**src/rtl/wash_phase_timer.sv**
```systemverilog
// wash_phase_timer: times the wash/drain/spin/alarm phases of the washer controller and raises a level time-up flag per phase
// Ports: clk, reset (async, active-high), state_in[2:0] (Gray-coded controller state);
//        wash/water/dewater/alarm (time-up flags), remain_sec[7:0] (seconds left), sec_tick (second boundary pulse).
module wash_phase_timer #(
  parameter int         CLK_DIV     = 50_000_000,
  parameter logic [7:0] WASH_SEC    = 8'd30,
  parameter logic [7:0] WATER_SEC   = 8'd20,
  parameter logic [7:0] DEWATER_SEC = 8'd25,
  parameter logic [7:0] ALARM_SEC   = 8'd5
) (
  input  logic       clk,
  input  logic       reset,
  input  logic [2:0] state_in,
  output logic       wash,
  output logic       water,
  output logic       dewater,
  output logic       alarm,
  output logic [7:0] remain_sec,
  output logic       sec_tick
);
  localparam int DW = $clog2(CLK_DIV);
  localparam logic [DW-1:0] DIV_MAX = DW'(CLK_DIV - 1);
  logic [2:0] prev_state;
  logic [DW-1:0] div_cnt, div_n;
  logic [7:0] sec_cnt, sec_n, dur;
  logic [3:0] flags, flags_n, code_flag;
  logic expired, expired_n, tick_n, entry, timed, wrap, count, zero, fire;
  always_comb begin
    dur = state_in == 3'b011 ? WASH_SEC :
          state_in == 3'b010 ? WATER_SEC :
          state_in == 3'b110 ? DEWATER_SEC :
          state_in == 3'b100 ? ALARM_SEC : 8'd0;
    code_flag = {state_in == 3'b100, state_in == 3'b110, state_in == 3'b010, state_in == 3'b011};
    timed = |code_flag;
    entry = state_in != prev_state;
    wrap = div_cnt == DIV_MAX;
    count = timed && !entry && !expired;
    zero = sec_cnt == 8'd0;
    // a zero-length phase expires on the first edge after entry without ticking
    fire = count && (zero || (wrap && sec_cnt == 8'd1));
    tick_n = count && !zero && wrap;
    div_n = entry ? '0 : (count && !zero) ? (wrap ? '0 : div_cnt + DW'(1)) : div_cnt;
    sec_n = entry ? dur : tick_n ? sec_cnt - 8'd1 : sec_cnt;
    expired_n = entry ? 1'b0 : expired | fire;
    flags_n = entry ? 4'd0 : fire ? code_flag : flags;
  end
  always_ff @(posedge clk or posedge reset) begin
    if (reset) begin
      prev_state <= 3'b000;
      div_cnt <= '0;
      sec_cnt <= 8'd0;
      expired <= 1'b0;
      flags <= 4'd0;
      sec_tick <= 1'b0;
    end else begin
      prev_state <= state_in;
      div_cnt <= div_n;
      sec_cnt <= sec_n;
      expired <= expired_n;
      flags <= flags_n;
      sec_tick <= tick_n;
    end
  end
  assign {alarm, dewater, water, wash} = flags;
  assign remain_sec = sec_cnt;
endmodule

```
**config.mk**
```make
export PLATFORM = sky130hd
export DESIGN_NAME = wash_phase_timer
export DESIGN_NICKNAME = d
export VERILOG_FILES = /design/src/rtl/wash_phase_timer.sv
export SDC_FILE = /design/constraint.sdc
export NUM_CORES = 1
export LEC_CHECK = 0
export BUFFER_PORTS_ARGS = -buffer_cell sky130_fd_sc_hd__buf_2
export CORE_MARGIN = 5
export CORE_UTILIZATION = 35
export CTS_BUF_LIST = sky130_fd_sc_hd__clkbuf_4 sky130_fd_sc_hd__clkbuf_8
export DETAILED_ROUTE_END_ITERATION = 7
export GPL_ROUTABILITY_DRIVEN = 1
export MAX_ROUTING_LAYER = met4
export SLEW_MARGIN = 30
export SYNTH_ARGS = -nofsm -noshare
export SYNTH_HDL_FRONTEND = slang
export SYNTH_SLANG_ARGS = --single-unit
```
**constraint.sdc**
```tcl
create_clock -name clk -period 2.65 [get_ports clk]
set_clock_uncertainty 0.15 [all_clocks]
set_input_delay 0.265 -clock clk [delete_from_list [all_inputs] [get_ports clk]]
set_output_delay 0.265 -clock clk [all_outputs]
set_load 0.005 [all_outputs]
```
After elaboration in Yosys (flattened, before gate mapping)
Cells that the tools add are included.

Register bits: 43. Input bits: 5. Output and inout port bits: 13. Word-level logic and storage cells: 43.

$add $sub $neg: 2. Eq/ne operators: 7. Mux-type cells: 12. Bitwise operators: 1. Reductions and logical operators: 15.

Operator list (count): 2-to-1 mux 26 bit (3); adder 26 x 1 -> 26 bit, second input constant (1); == test 26 bit, second input constant (1); 2-to-1 mux 8 bit (2); 2-to-1 mux 5 bit (3); == test 8 x 1 -> 1 bit, second input constant (1); logical NOT 8 bit (1); 2-to-1 mux 4 bit (2); subtractor 8 x 1 -> 8 bit, second input constant (1); == test 3 x 2 -> 1 bit, second input constant (2); == test 3 bit, second input constant (2); logical AND 1 bit (6); nonzero test 2 bit (3); OR reduction 4 bit (1); logical NOT 1 bit (3); 2-to-1 mux 3 bit (1); != test 3 bit (1); logical OR 1 bit (1); 2-to-1 mux 1 bit (1); OR 1 bit (1).

Longest topological paths before layout
Gate-level depths: netlist (run 1).

Depth after elaboration: 8. Depth in mapped cells: 8. Depth with buffers taken out: 7.

Worst setup path after synthesis (run 1)
Ideal clock, no wire load.

Kind: reg-to-reg. Start: reg div_cnt[10]. End: reg flags[0]. Library setup time: 0.119 ns. Arrival: 2.059 ns. Data required time: 2.381 ns. Path slack: 0.323 ns. Cell stages (with the launch flop): 7. Buffers on the path: 0. Clock period less this slack: 2.327 ns. Path through: dfrtp_1 or4b_4 nor4_4 a41oi_2 nor4b_4 mux2i_1 nor2_1.

Word-level cells in the longest chain between the ends: 5.

RTL lines: start, declared (RTL line 24) `logic [DW-1:0] div_cnt, div_n;`; start signal, assigned (RTL line 57) `div_cnt <= div_n;`; == test 26 bit (RTL line 36) `wrap = div_cnt == DIV_MAX;`; logical AND 1 bit (RTL line 40) `fire = count && (zero || (wrap && sec_cnt == 8'd1));`; logical OR 1 bit (RTL line 40); logical AND 1 bit (RTL line 40); nonzero test 2 bit (no line); end signal, assigned (RTL line 60) `flags <= flags_n;`; end, declared (RTL line 26) `logic [3:0] flags, flags_n, code_flag;`.

No other way between the ends. A chain may end at the register's enable or synchronous reset.

Worst setup path in the final report (run 1)
Start: in state_in[2]. End: reg div_cnt[7].

Word-level cells in the longest chain between the ends: 6. Elaborated cells on any way between the ends: 12. Those cells by class: eq/ne: 5; mux: 1; reduce/logical: 6.

RTL lines: start, declared (RTL line 13) `input logic [2:0] state_in,`; == test 3 x 2 -> 1 bit (tied with other cells) (RTL line 33) `code_flag = {state_in == 3'b100, state_in == 3'b110, state_in == 3'b010, state_in == 3'b011};`; OR reduction 4 bit / logical NOT 1 bit (equally long branches) (RTL line 34, 37); logical AND 1 bit (2 in series) (RTL line 37) `count = timed && !entry && !expired;`; logical AND 1 bit (RTL line 42) `div_n = entry ? '0 : (count && !zero) ? (wrap ? '0 : div_cnt + DW'(1)) : div_cnt;`; nonzero test 2 bit (no line).

Parallel ways exist; a longest one is shown, timed or not.

==> impl_table.tex, run 1 <==
\begin{tabular}{lr}
\hline
Metric & Value \\
\hline
\multicolumn{2}{l}{\textbf{STA}} \\
\quad Post-layout minimum cycle time & 2.45 ns \\
\quad Total count of hold-check failures in the final report & 0 \\
\quad Max Slew Vio Count & 0 \\
\quad Remaining max-slew budget at the tightest pin & about three fifths \\
\quad Unrepaired setup endpoints after global routing & false \\
\quad Actual slew at the worst max-slew pin & roughly 0.6 ns \\
\quad Fraction of the cycle the final worst path needs & 92.4\% \\
\quad Sum of negative setup slack & 0 ns \\
\quad FMAX & 408 MHz \\
\quad Setup Viol. Count Final & 0 \\
\quad Final Hold Slack & 0.0138 ns \\
\multicolumn{2}{l}{\textbf{Global routing}} \\
\quad Largest net degree at the start of global routing & 40 \\
\quad Antenna violations before repair & 0 \\
\quad Overall Global Routing Usage & 15.2\% \\
\quad Global-route wire length before repair & 10400 um \\
\quad Gr ovfl total & 0 \\
\quad Via count of the first global-routing pass & 2076 \\
\multicolumn{2}{l}{\textbf{Yosys}} \\
\quad Number of distinct standard cells referenced by the synthesized netlist & 51 \\
\quad Synthesized cell area & $\sim$2500 sq um \\
\quad Top cells by area in the synthesized netlist & sky130\_fd\_sc\_hd\_\_dfrtp\_1 (43\%), sky130\_fd\_sc\_hd\_\_a21oi\_1 (4.6\%), sky130\_fd\_sc\_hd\_\_o21ai\_0 (4.6\%) \\
\quad Number of warnings printed during yosys synthesis & 0 \\
\quad Mux share of post-synthesis cell area & 0.842\% \\
\quad Area share of fa/ha/maj cells after synthesis & approximately 2\% \\
\quad Main combinational cell family by area after synthesis & simple AND/OR/NAND/NOR gates \\
\quad Compound-cell area share of the yosys netlist & 13.6\% \\
\quad Simple-gate portion of the synthesized area & 31.8\% \\
\quad Mapped Cells & 279 \\
\quad Number of storage elements in the synthesis netlist & 43 \\
\quad Sequential-to-total area share from yosys stat & 42.6\% \\
\quad Cell taking the most area after synthesis & sky130\_fd\_sc\_hd\_\_dfrtp\_1 \\
\quad Mean Syn Cell Area & 9.05 sq um \\
\quad Share of the synthesized area in the top cell type & between 40\% and 50\% \\
\quad Xor/xnor share of the synthesized area & 5.55\% \\
\quad Mapped Nets & $\sim$290 \\
\multicolumn{2}{l}{\textbf{Detailed routing}} \\
\quad Remaining design rule violation count & 0 \\
\quad Initial detailed-routing violation count & $\sim$130 \\
\quad Via density & 5.33 \\
\quad Routed vias & 2130 \\
\quad First drt pass iteration count & 4 \\
\quad Routed length per placed instance & approximately 15 um \\
\quad Total routed wirelength & $\sim$6100 um \\
\quad Post-route ant nets & 0 \\
\multicolumn{2}{l}{\textbf{Setup path}} \\
\quad Timing endpoint of the critical path & div\_cnt[7] \\
\quad Required time of the critical path & 2.72 ns \\
\quad Critical Path Start Type & input pin \\
\quad R2r setup slk & 0.20 ns \\
\quad Reg2reg end & div\_cnt[5] \\
\quad Data arrival time of the critical path & 2.52 ns \\
\quad Worst-case reg-to-reg path depth & 6 \\
\quad Crit Path Max Fanout & 8 \\
\quad Worst setup path startpoint & state\_in[2] \\
\quad Worst Path Class, Setup & in -> reg \\
\quad Beginning of the worst register-to-register path & div\_cnt[10] \\
\quad CP Capture Type & flop \\
\multicolumn{2}{l}{\textbf{Placement}} \\
\quad Input/output buffers & 17 \\
\quad Final estimated routing congestion in global placement & just under 0.9 \\
\quad Area post-placement & 2740 sq um \\
\quad Half-perimeter wire length after placement & 4230 um \\
\quad Number of placed instances with taps included & between 300 and 400 \\
\multicolumn{2}{l}{\textbf{Clocking}} \\
\quad CTS Root Cell & sky130\_fd\_sc\_hd\_\_clkbuf\_8 \\
\quad Level count of the clock H-tree & 2 \\
\quad Number of buffers on the longest clock path & 2 \\
\quad Setup Buffers After CTS & 0 \\
\quad Clk\_lat worst skew & 0.29 ns \\
\quad Sinks on Clock Net & 43 \\
\quad TritonCTS clock tree & done \\
\quad Clock buffers created by TritonCTS & 5 \\
\quad Clock transition at path regs & 0.08 ns \\
\multicolumn{2}{l}{\textbf{Layout}} \\
\quad Share of layout cells above drive strength 1 & 17.6\% \\
\quad Number of cells in the finished layout apart from fillers & 400 \\
\quad Cell area after layout & 2860 sq um \\
\quad Total Nets Final & 309 \\
\quad Antenna Cells & 0 \\
\quad Commonest cells after routing, fill and taps aside & sky130\_fd\_sc\_hd\_\_dfrtp\_1 (43), sky130\_fd\_sc\_hd\_\_nand2\_1 (27), sky130\_fd\_sc\_hd\_\_nor2\_1 (24) \\
\quad Most common library cell in the layout ignoring fill and taps & sky130\_fd\_sc\_hd\_\_dfrtp\_1 \\
\quad Area added between synthesis and finish & 13.3\% \\
\multicolumn{2}{l}{\textbf{Floorplanning}} \\
\quad Full die area & 9020 sq um \\
\quad Core Box Area & 7140 sq um \\
\quad Starting density of the core & 35.4\% \\
\quad Number of I/O pins & 18 \\
\quad Die W & 95.0 um \\
\quad Standard-cell row count & 31 \\
\quad Die H & 95.0 um \\
\multicolumn{2}{l}{\textbf{Power}} \\
\quad Net switching power & 0.000340 W \\
\quad Combinational group share of total power & 12.3\% \\
\quad Maximum resistive drop on vdd & $\sim$0.35 mV \\
\quad Power, Total & 0.00131 W \\
\quad Proportion of power drawn by the clock network & around 36\% \\
\quad Internal power consumption & about 0.00097 W \\
\quad Reported leakage power & between 1 and 1.5 nW \\
\quad Power per cell area & 458 nW/um\^{}2 \\
\quad Switching fraction of total power & roughly a quarter \\
\quad Sequential share of power & slightly above 50\% \\
\multicolumn{2}{l}{\textbf{Flow run}} \\
\quad Number of max-cap violations & 0 \\
\multicolumn{2}{l}{\textbf{Run status}} \\
\quad Status & finished, final reports clean \\
\multicolumn{2}{l}{\textbf{Worst hold path}} \\
\quad Class of the tightest hold or removal check & in -> reg \\
\hline
\end{tabular}
## cells by family (layout without fill, tap and decap cells)
| logic type | Yosys count | count (layout) |
|---|---|---|
| simple gates | 137 | 137 |
| xor+xnor | 16 | 16 |
| buf+inv | 17 | 39 |
| flops | 43 | 43 |
| mux | 2 | 2 |
| compound gates | 60 | 60 |
| fa+ha+maj | 4 | 4 |
## critical path, cell delays in order
cell,delay [ns]
sky130_fd_sc_hd__dlygate4sd3_1,0.54
sky130_fd_sc_hd__buf_2,0.16
sky130_fd_sc_hd__and2b_2,0.26
sky130_fd_sc_hd__o21bai_1,0.17
sky130_fd_sc_hd__a21o_1,0.28
sky130_fd_sc_hd__nor2_1,0.49
sky130_fd_sc_hd__nand4b_1,0.18
sky130_fd_sc_hd__a21oi_1,0.17
## final cells by class
type,count,area [sq um]
Timing Repair Buffer,28,185
Sequential cell,43,1080
Inverter,3,12.5
Clock buffer,8,104
Multi-Input combinational cell,219,1360
Fill cell,751,4280
Tap cell,99,124
## what timing repair did
item                                   in CTS  in global routing
endpoints found under the hold margin      28                  1
hold buffers                                1                  1
resized for setup                           0                  0
## power groups by stage
stage	Sequential, W	Combinational (W)	Clock, W
CTS	0.000676	0.000162	0.000489
finish	0.000676	0.000161	0.000472
detailed placement	0.000690	0.000160	0
floorplan	0.000689	0.000102	0
global placement	0.000689	0.000157	0
global route	0.000679	0.000182	0.000515
## how the worst min path moves through the flow
stage	cells past startpoint	to	startpoint
floorplan	0	prev_state[0]	state_in[0]
global placement	1	expired	expired
detailed placement	2	div_cnt[6]	reset
CTS	1	prev_state[2]	state_in[2]
global route	1	prev_state[1]	state_in[1]
finish	1	prev_state[1]	state_in[1]
## flip-flops by register name, indices dropped and copies added, names as in the netlist
register / count
sec_tick: 1
prev_state: 3
expired: 1
remain_sec: 8
flags: 4
div_cnt: 26
## stage by stage
stage	utilization, %	setup WS (ns)
2_1_floorplan	-	0.323
3_3_place_gp	38.3	0.241
3_5_place_dp	38.4	0.212
4_1_cts	40.0	0.194
5_1_grt	40.1	0.0475
6_report	40.1	0.201
## synth_stat cells, drive strengths merged
cell / instances
dfrtp: 43
nand2: 27
a21oi: 24
nor2: 24
o21ai: 23
nand3: 17
clkbuf: 10
nand4: 10
or3: 10
xor2: 9
nor3: 8
and3: 7
nand3b: 7
xnor2: 7
nor4: 6
nand4b: 5
a21o: 4
a31oi: 4
and2: 4
ha: 4
buf: 3
inv: 3
a41oi: 2
and2b: 2
nor2b: 2
or4bb: 2
a211o: 1
a22oi: 1
and4: 1
clkdlybuf4s15: 1
mux2: 1
mux2i: 1
nand2b: 1
nor4b: 1
o21bai: 1
or2: 1
or4: 1
or4b: 1
## per-layer routing
metal,vias to the layer above,GRT usage (%),wire (um)
li1,1051,-,-
met1,1034,19.8,2830
met3,4,3.03,228
met2,41,24.3,2930
met5,-,-,0
met4,0,3.61,61
(Power assumes the default switching activity.)
==> inputs of run 2 (changes only) <==
- MAX_ROUTING_LAYER: met4 -> not set
- RECOVER_POWER: not set -> 100
==> run 2 against run 1 <==
Register-to-register slack about the same. Cell count unchanged. Sequential share of layout area up 0.45 points. Die area unchanged. Critical path depth unchanged. Maximum frequency down 0.33%. Sequential cell count unchanged. Routed wire length down 0.40%. Power down 0.53%. Highest routed layer unchanged.
==> impl_table.tex, run 2 (synthesized netlist as in run 1, its figures left out) <==
\begin{tabular}{lr}
\hline
Metric & Value \\
\hline
\multicolumn{2}{l}{\textbf{Run status}} \\
\quad Status & finished, final reports clean \\
\multicolumn{2}{l}{\textbf{Setup path}} \\
\quad CP Capture Type & flop \\
\quad Worst setup path startpoint & state\_in[2] \\
\quad Worst-case reg-to-reg path depth & 7 (+1) \\
\quad Longest individual stage delay on the worst path & 0.54 ns (about the same) \\
\quad Cell type group with the largest total delay on the critical path & simple AND/OR/NAND/NOR gates \\
\quad Crit-path cells & dlygate4sd3\_1 > buf\_2 > and2b\_2 > o21bai\_1 > a21o\_1 > nor2\_1 > nand4b\_1 > a21oi\_1 \\
\quad Reg2reg end & flags[2] \\
\quad Crit Path Max Fanout & 8 (unchanged) \\
\quad Required time of the critical path & 2.72 ns (about the same) \\
\quad Critical Path Start Type & input pin \\
\quad Beginning of the worst register-to-register path & div\_cnt[10] \\
\quad Number of buffer and inverter instances along the worst setup path & 2 (unchanged) \\
\quad Slowest library cell on the worst path & sky130\_fd\_sc\_hd\_\_dlygate4sd3\_1 \\
\quad Worst Path Class, Setup & in -> reg \\
\quad R2r setup slk & 0.20 ns (about the same) \\
\quad Data arrival time of the critical path & 2.52 ns (about the same) \\
\multicolumn{2}{l}{\textbf{Power}} \\
\quad Internal power consumption & 0.000962 W (-0.69\%) \\
\quad Reported leakage power & 1.04 nW (-5.4\%) \\
\quad Net switching power & 0.000340 W (about the same) \\
\quad Power per cell area & 461 nW/um\^{}2 (+0.66\%) \\
\quad Combinational group share of total power & 11.7\% (-0.6 points) \\
\quad Sequential share of power & 51.9\% (+0.3 points) \\
\quad Maximum resistive drop on vdd & 0.353 mV (-0.14\%) \\
\quad Switching fraction of total power & 26.1\% (+0.12 points) \\
\quad Proportion of power drawn by the clock network & 36.4\% (+0.3 points) \\
\multicolumn{2}{l}{\textbf{Floorplanning}} \\
\quad Number of I/O pins & 18 (unchanged) \\
\quad Die W & 95.0 um (unchanged) \\
\quad Full die area & 9020 sq um (unchanged) \\
\quad Starting density of the core & 35.4\% (unchanged) \\
\quad Standard-cell row count & 31 (unchanged) \\
\quad Core Box Area & 7140 sq um (unchanged) \\
\quad Die H & 95.0 um (unchanged) \\
\multicolumn{2}{l}{\textbf{Global routing}} \\
\quad Antenna violations before repair & 0 (unchanged) \\
\quad Largest net degree at the start of global routing & 40 (unchanged) \\
\quad Gr ovfl total & 0 (unchanged) \\
\quad Global-route wire length before repair & 10400 um (about the same) \\
\quad Via count of the first global-routing pass & 2079 (+0.14\%) \\
\quad Overall Global Routing Usage & 14.8\% (-0.43 points) \\
\multicolumn{2}{l}{\textbf{Layout}} \\
\quad Number of cells in the finished layout apart from fillers & 400 (unchanged) \\
\quad Fraction of the core area covered by cells at the end of the flow & 39.6\% (-0.47 points) \\
\quad Filler instances & 757 (+0.80\%) \\
\quad Commonest cells after routing, fill and taps aside & sky130\_fd\_sc\_hd\_\_dfrtp\_1 (43), sky130\_fd\_sc\_hd\_\_nand2\_1 (27), sky130\_fd\_sc\_hd\_\_a21oi\_1 (24), sky130\_fd\_sc\_hd\_\_nor2\_1 (24), sky130\_fd\_sc\_hd\_\_o21ai\_0 (23) \\
\quad Antenna Cells & 0 (unchanged) \\
\quad Most flops, register & div\_cnt \\
\quad Area added between synthesis and finish & 11.9\% \\
\quad Most common library cell in the layout ignoring fill and taps & sky130\_fd\_sc\_hd\_\_dfrtp\_1 \\
\quad Number of flip-flops in the largest register & 26 (unchanged) \\
\quad Share of layout cells above drive strength 1 & 12.0\% (-5.6 points) \\
\quad Total Nets Final & 309 (unchanged) \\
\multicolumn{2}{l}{\textbf{Clocking}} \\
\quad Setup Buffers After CTS & 0 (unchanged) \\
\quad TritonCTS clock tree & done \\
\quad Clk\_lat worst skew & 0.29 ns (about the same) \\
\quad Sinks on Clock Net & 43 (unchanged) \\
\quad Clock buffers created by TritonCTS & 5 (unchanged) \\
\quad Number of buffers on the longest clock path & 2 (unchanged) \\
\quad Hold bufs inserted after CTS & 1 (unchanged) \\
\quad Level count of the clock H-tree & 2 (unchanged) \\
\quad Post-cts sizing count & 0 (unchanged) \\
\quad Clock transition at path regs & 0.08 ns (about the same) \\
\quad CTS Root Cell & sky130\_fd\_sc\_hd\_\_clkbuf\_8 \\
\multicolumn{2}{l}{\textbf{Detailed routing}} \\
\quad Routed length per placed instance & 15.1 um (-0.40\%) \\
\quad Routed vias & 2152 (+1.0\%) \\
\quad Post-route ant nets & 0 (unchanged) \\
\quad Remaining design rule violation count & 0 (unchanged) \\
\quad Total routed wirelength & 6030 um (-0.40\%) \\
\quad First drt pass iteration count & 4 (unchanged) \\
\quad Via density & 5.38 (+1.0\%) \\
\quad Initial detailed-routing violation count & 123 (-3.1\%) \\
\multicolumn{2}{l}{\textbf{Placement}} \\
\quad Half-perimeter wire length after placement & 4230 um (unchanged) \\
\quad Number of placed instances with taps included & 390 (unchanged) \\
\quad Final estimated routing congestion in global placement & 0.860 (-1.6\%) \\
\quad Input/output buffers & 17 (unchanged) \\
\multicolumn{2}{l}{\textbf{Worst hold path}} \\
\quad Endpoint of the worst hold path & prev\_state[1] \\
\quad Launch point of the worst hold path & state\_in[1] \\
\quad Class of the tightest hold or removal check & in -> reg \\
\quad Number of stages on the worst hold path & 1 (unchanged) \\
\multicolumn{2}{l}{\textbf{Flow run}} \\
\quad Number of max-cap violations & 0 (unchanged) \\
\multicolumn{2}{l}{\textbf{STA}} \\
\quad Actual slew at the worst max-slew pin & 1.38 ns (+0.787 ns) \\
\quad FMAX & 407 MHz (-0.33\%) \\
\quad Unrepaired setup endpoints after global routing & false \\
\quad Remaining max-slew budget at the tightest pin & 7.20\% (-53 points) \\
\quad Total count of hold-check failures in the final report & 0 (unchanged) \\
\quad Sum of negative setup slack & 0 ns (unchanged) \\
\quad Fraction of the cycle the final worst path needs & 92.7\% (+0.31 points) \\
\quad Max Slew Vio Count & 0 (unchanged) \\
\quad Setup Viol. Count Final & 0 (unchanged) \\
\quad Post-layout minimum cycle time & 2.46 ns (+0.00810 ns) \\
\hline
\end{tabular}
==> run 2: power by group through the flow <==
stage,registers (W),logic [W],clock network [W]
final,0.000676,0.000152,0.000474
after detailed placement,0.000690,0.000160,0
after floorplan,0.000689,0.000102,0
after global placement,0.000689,0.000157,0
after CTS,0.000676,0.000162,0.000489
after global routing,0.000679,0.000173,0.000515
==> run 2: how the worst max path moves through the flow <==
stage,to,slack (ns),cells past startpoint
finish,div_cnt[7],0.19,8
global route,flags[2],0.03,7
CTS,flags[2],0.19,7
detailed placement,flags[2],0.21,7
global placement,flags[1],0.24,7
floorplan,flags[0],0.32,6
==> run 2: per-stage QoR <==
stage | power (W) | cell area, sq um | worst slack [ns] | hold WS, ns
after floorplan | 0.000791 | 2530 | 0.323 | 0.146
after global placement | 0.000846 | 2740 | 0.241 | 0.310
after detailed placement | 0.000849 | 2740 | 0.212 | 0.177
after CTS | 0.00133 | 2850 | 0.194 | 0.00215
after global routing | 0.00137 | 2830 | 0.0314 | 0.0788
final | 0.00130 | 2830 | 0.193 | 0.0607
==> run 2: worst reg2reg max path, stage by stage (launching register included) <==
cell	delay, ns
sky130_fd_sc_hd__dfrtp_1	0.44
sky130_fd_sc_hd__or4b_4	0.58
sky130_fd_sc_hd__nor4_4	0.31
sky130_fd_sc_hd__a41oi_2	0.19
sky130_fd_sc_hd__nor4b_4	0.31
sky130_fd_sc_hd__buf_4	0.21
sky130_fd_sc_hd__nand3_1	0.07
sky130_fd_sc_hd__o21ai_0	0.09
==> run 2: cell type report <==
type	instances	area, sq um	area share, %
Inverter	3	12.5	0.442
Clock buffer	8	104	3.67
Tap cell	99	124	4.38
Sequential cell	43	1080	38.1
Timing Repair Buffer	28	156	5.53
Multi-Input combinational cell	219	1360	47.9
==> run 2: per-layer routing <==
metal  GRT usage (%)  share of wire (%)  up-vias
li1                -                  -     1054
met1            19.7                 47     1063
met2            24.3                 49       31
met3            3.19                3.3        4
met4            3.61               0.91        0
met5               0                  0        -
==> inputs of run 3 (changes only) <==
- PLACE_DENSITY: not set -> 0.51
==> run 3 against run 2 <==
The run now ends with capacitance limit, slew limit left. Hold slack gained 0.28 ns. Routed wire length grew 4.2%. Sequential share of layout area shrank 0.15 points. Global-route usage grew 0.68 points. Via count shrank 1.1%. Power grew 1.2%. Clock power grew 1%. Combinational power grew 6%. Non-clock buffer count grew 1.
==> impl_table.tex, run 3 (synthesized netlist as in run 1, its figures left out) <==
\begin{tabular}{lr}
\hline
Metric & Value \\
\hline
\multicolumn{2}{l}{\textbf{Run status}} \\
\quad Status & finished, violations left \\
\quad Failing checks & capacitance limit, slew limit \\
\multicolumn{2}{l}{\textbf{Floorplanning}} \\
\quad Die H & 95.0 um (unchanged) \\
\quad Die W & 95.0 um (unchanged) \\
\quad Full die area & 9020 sq um (unchanged) \\
\quad Core Box Area & 7140 sq um (unchanged) \\
\quad Starting density of the core & 35.4\% (unchanged) \\
\quad Standard-cell row count & 31 (unchanged) \\
\quad Number of I/O pins & 18 (unchanged) \\
\multicolumn{2}{l}{\textbf{STA}} \\
\quad Total count of hold-check failures in the final report & 0 (unchanged) \\
\quad Fraction of the cycle the final worst path needs & 94.4\% (+1.7 points) \\
\quad Setup Viol. Count Final & 0 (unchanged) \\
\quad Remaining max-slew budget at the tightest pin & -12.9\% (-20 points) \\
\quad Actual slew at the worst max-slew pin & 1.69 ns (+0.307 ns) \\
\quad Sum of negative setup slack & 0 ns (unchanged) \\
\quad FMAX & 400 MHz (-1.8\%) \\
\quad Unrepaired setup endpoints after global routing & false \\
\quad Max Slew Vio Count & 44 (+44) \\
\quad Setup WS post-layout & 0.149 ns (-0.0439 ns) \\
\quad Post-layout minimum cycle time & 2.50 ns (+0.0439 ns) \\
\multicolumn{2}{l}{\textbf{Layout}} \\
\quad Commonest cells after routing, fill and taps aside & sky130\_fd\_sc\_hd\_\_dfrtp\_1 (43), sky130\_fd\_sc\_hd\_\_nand2\_1 (27), sky130\_fd\_sc\_hd\_\_nor2\_1 (23), sky130\_fd\_sc\_hd\_\_o21ai\_0 (23), sky130\_fd\_sc\_hd\_\_a21oi\_1 (23) \\
\quad Number of flip-flops in the largest register & 26 (unchanged) \\
\quad Multi-input logic area & 1350 sq um (-0.55\%) \\
\quad Total Nets Final & 310 (+0.32\%) \\
\quad Most common library cell in the layout ignoring fill and taps & sky130\_fd\_sc\_hd\_\_dfrtp\_1 \\
\quad Seq. cell area & 1080 sq um (unchanged) \\
\quad Share of layout cells above drive strength 1 & 14.2\% (+2.3 points) \\
\quad Area added between synthesis and finish & 12.4\% \\
\quad Fraction of the core area covered by cells at the end of the flow & 39.8\% (+0.16 points) \\
\quad Antenna Cells & 0 (unchanged) \\
\quad Filler instances & 777 (+2.6\%) \\
\quad Most flops, register & div\_cnt \\
\multicolumn{2}{l}{\textbf{Placement}} \\
\quad Post-place setup slack & 0.222 ns (+0.00933 ns) \\
\quad Final estimated routing congestion in global placement & 0.794 (-7.6\%) \\
\quad Half-perimeter wire length after placement & 4240 um (+0.26\%) \\
\quad Input/output buffers & 17 (unchanged) \\
\multicolumn{2}{l}{\textbf{Worst hold path}} \\
\quad Number of stages on the worst hold path & 1 (unchanged) \\
\quad Launch point of the worst hold path & expired \\
\quad Class of the tightest hold or removal check & reg -> reg \\
\quad Endpoint of the worst hold path & expired \\
\multicolumn{2}{l}{\textbf{Power}} \\
\quad Proportion of power drawn by the clock network & 36.4\% (about the same) \\
\quad Internal power consumption & 0.000957 W (-0.53\%) \\
\quad Combinational group share of total power & 12.2\% (+0.5 points) \\
\quad Net switching power & 0.000360 W (+6.0\%) \\
\quad Switching fraction of total power & 27.4\% (+1.2 points) \\
\quad Power per cell area & 464 nW/um\^{}2 (+0.77\%) \\
\quad Maximum resistive drop on vdd & 0.227 mV (-36\%) \\
\quad Reported leakage power & 1.07 nW (+3.4\%) \\
\quad Sequential share of power & 51.3\% (-0.6 points) \\
\multicolumn{2}{l}{\textbf{Detailed routing}} \\
\quad Routed vias & 2128 (-1.1\%) \\
\quad Remaining design rule violation count & 0 (unchanged) \\
\quad Initial detailed-routing violation count & 74 (-40\%) \\
\quad First drt pass iteration count & 4 (unchanged) \\
\quad Total routed wirelength & 6280 um (+4.2\%) \\
\quad Post-route ant nets & 0 (unchanged) \\
\quad Routed length per placed instance & 15.7 um (+4.0\%) \\
\quad Via density & 5.31 (-1.4\%) \\
\multicolumn{2}{l}{\textbf{Setup path}} \\
\quad R2r setup slk & 0.15 ns (-0.05 ns) \\
\quad Worst-case reg-to-reg path depth & 7 (unchanged) \\
\quad Cell type group with the largest total delay on the critical path & simple AND/OR/NAND/NOR gates \\
\quad Critical Path Start Type & flop \\
\quad Crit-path cells & or4b\_1 > nor4\_2 > a41oi\_1 > nor4b\_4 > buf\_4 > nand3b\_1 > o21ai\_0 \\
\quad Data arrival time of the critical path & 2.57 ns (+0.05 ns) \\
\quad CP Capture Type & flop \\
\quad Beginning of the worst register-to-register path & div\_cnt[10] \\
\quad Required time of the critical path & 2.72 ns (about the same) \\
\quad Slowest library cell on the worst path & sky130\_fd\_sc\_hd\_\_or4b\_1 \\
\quad Number of buffer and inverter instances along the worst setup path & 1 (-1) \\
\quad Reg2reg end & flags[1] \\
\quad Longest individual stage delay on the worst path & 0.57 ns (+0.03 ns) \\
\quad Crit Path Max Fanout & 7 (-1) \\
\quad Worst Path Class, Setup & reg -> reg \\
\multicolumn{2}{l}{\textbf{Clocking}} \\
\quad Level count of the clock H-tree & 2 (unchanged) \\
\quad TritonCTS clock tree & done \\
\quad Clk\_lat worst skew & 0.30 ns (about the same) \\
\quad Number of buffers on the longest clock path & 2 (unchanged) \\
\quad Clock transition at path regs & 0.09 ns (about the same) \\
\quad Sinks on Clock Net & 43 (unchanged) \\
\quad Setup Buffers After CTS & 0 (unchanged) \\
\quad CTS Root Cell & sky130\_fd\_sc\_hd\_\_clkbuf\_8 \\
\quad Clock buffers created by TritonCTS & 5 (unchanged) \\
\multicolumn{2}{l}{\textbf{Global routing}} \\
\quad Gr ovfl total & 0 (unchanged) \\
\quad Overall Global Routing Usage & 15.4\% (+0.68 points) \\
\quad Global-route wire length before repair & 10700 um (+2.5\%) \\
\quad Via count of the first global-routing pass & 2125 (+2.2\%) \\
\quad Antenna violations before repair & 0 (unchanged) \\
\quad Largest net degree at the start of global routing & 44 (+10\%) \\
\multicolumn{2}{l}{\textbf{Flow run}} \\
\quad Number of max-cap violations & 1 (+1) \\
\hline
\end{tabular}
run 3: cell count changes in the layout (fill, tap and decap cells not counted), moves of 2 or more:
cell                            delta
sky130_fd_sc_hd__buf_2             +7
sky130_fd_sc_hd__buf_4             +3
sky130_fd_sc_hd__clkbuf_1         -10
sky130_fd_sc_hd__dlygate4sd3_1     +2
run 3: per-layer routing:
| layer | wire [um] | share of wire, % | vias to the layer above | GRT usage, % |
|---|---|---|---|---|
| met3 | 172 | 2.7 | 8 | 2.79 |
| li1 | - | - | 1050 | - |
| met5 | 0 | 0 | - | 0 |
| met2 | 3030 | 48 | 28 | 25.2 |
| met1 | 2980 | 47 | 1042 | 20.5 |
| met4 | 94 | 1.5 | 0 | 5.41 |
run 3: metrics by stage:
| stage | cell area (sq um) | std cells | hold WS, ns | total power, W |
|---|---|---|---|---|
| after global placement | 2720 | 389 | 0.318 | 0.000848 |
| final | 2840 | 401 | 0.342 | 0.00132 |
| after floorplan | 2530 | 279 | 0.146 | 0.000791 |
| after detailed placement | 2720 | 389 | 0.316 | 0.000849 |
| after global routing | 2840 | 401 | 0.372 | 0.00139 |
| after CTS | 2850 | 400 | 0.0591 | 0.00134 |
run 3: worst max-delay path by stage:
stage | startpoint | endpoint | slack (ns) | cells past startpoint
floorplan | div_cnt[10] | flags[0] | 0.32 | 6
global placement | div_cnt[10] | flags[1] | 0.22 | 7
detailed placement | div_cnt[10] | flags[1] | 0.22 | 7
CTS | state_in[0] | div_cnt[13] | 0.06 | 8
global route | div_cnt[10] | flags[1] | 0.03 | 7
finish | div_cnt[10] | flags[1] | 0.15 | 7
run 3: cell type report:
cell class | count | area share, %
clock buffer | 7 | 3.39
clock inverter | 1 | 0.264
inverter | 3 | 0.397
multi-input combinational | 219 | 47.5
sequential | 43 | 37.9
tap | 99 | 4.36
timing repair buffer | 29 | 6.21
run 3: power by group through the flow:
stage                     combinational (W)  clock [W]  sequential (W)
final                              0.000161   0.000480        0.000677
after CTS                          0.000163   0.000496        0.000677
after detailed placement           0.000159          0        0.000690
after global placement             0.000159          0        0.000690
after floorplan                    0.000102          0        0.000689
after global routing               0.000180   0.000531        0.000679
run 3: repair_timing:
| action | 4_1_cts | 5_1_grt |
|---|---|---|
| endpoints found under the hold margin | 3 | 41 |
| resized for setup | 0 | 2 |
| setup endpoints to repair | 0 | 9 |
| hold buffers | 3 | 1 |
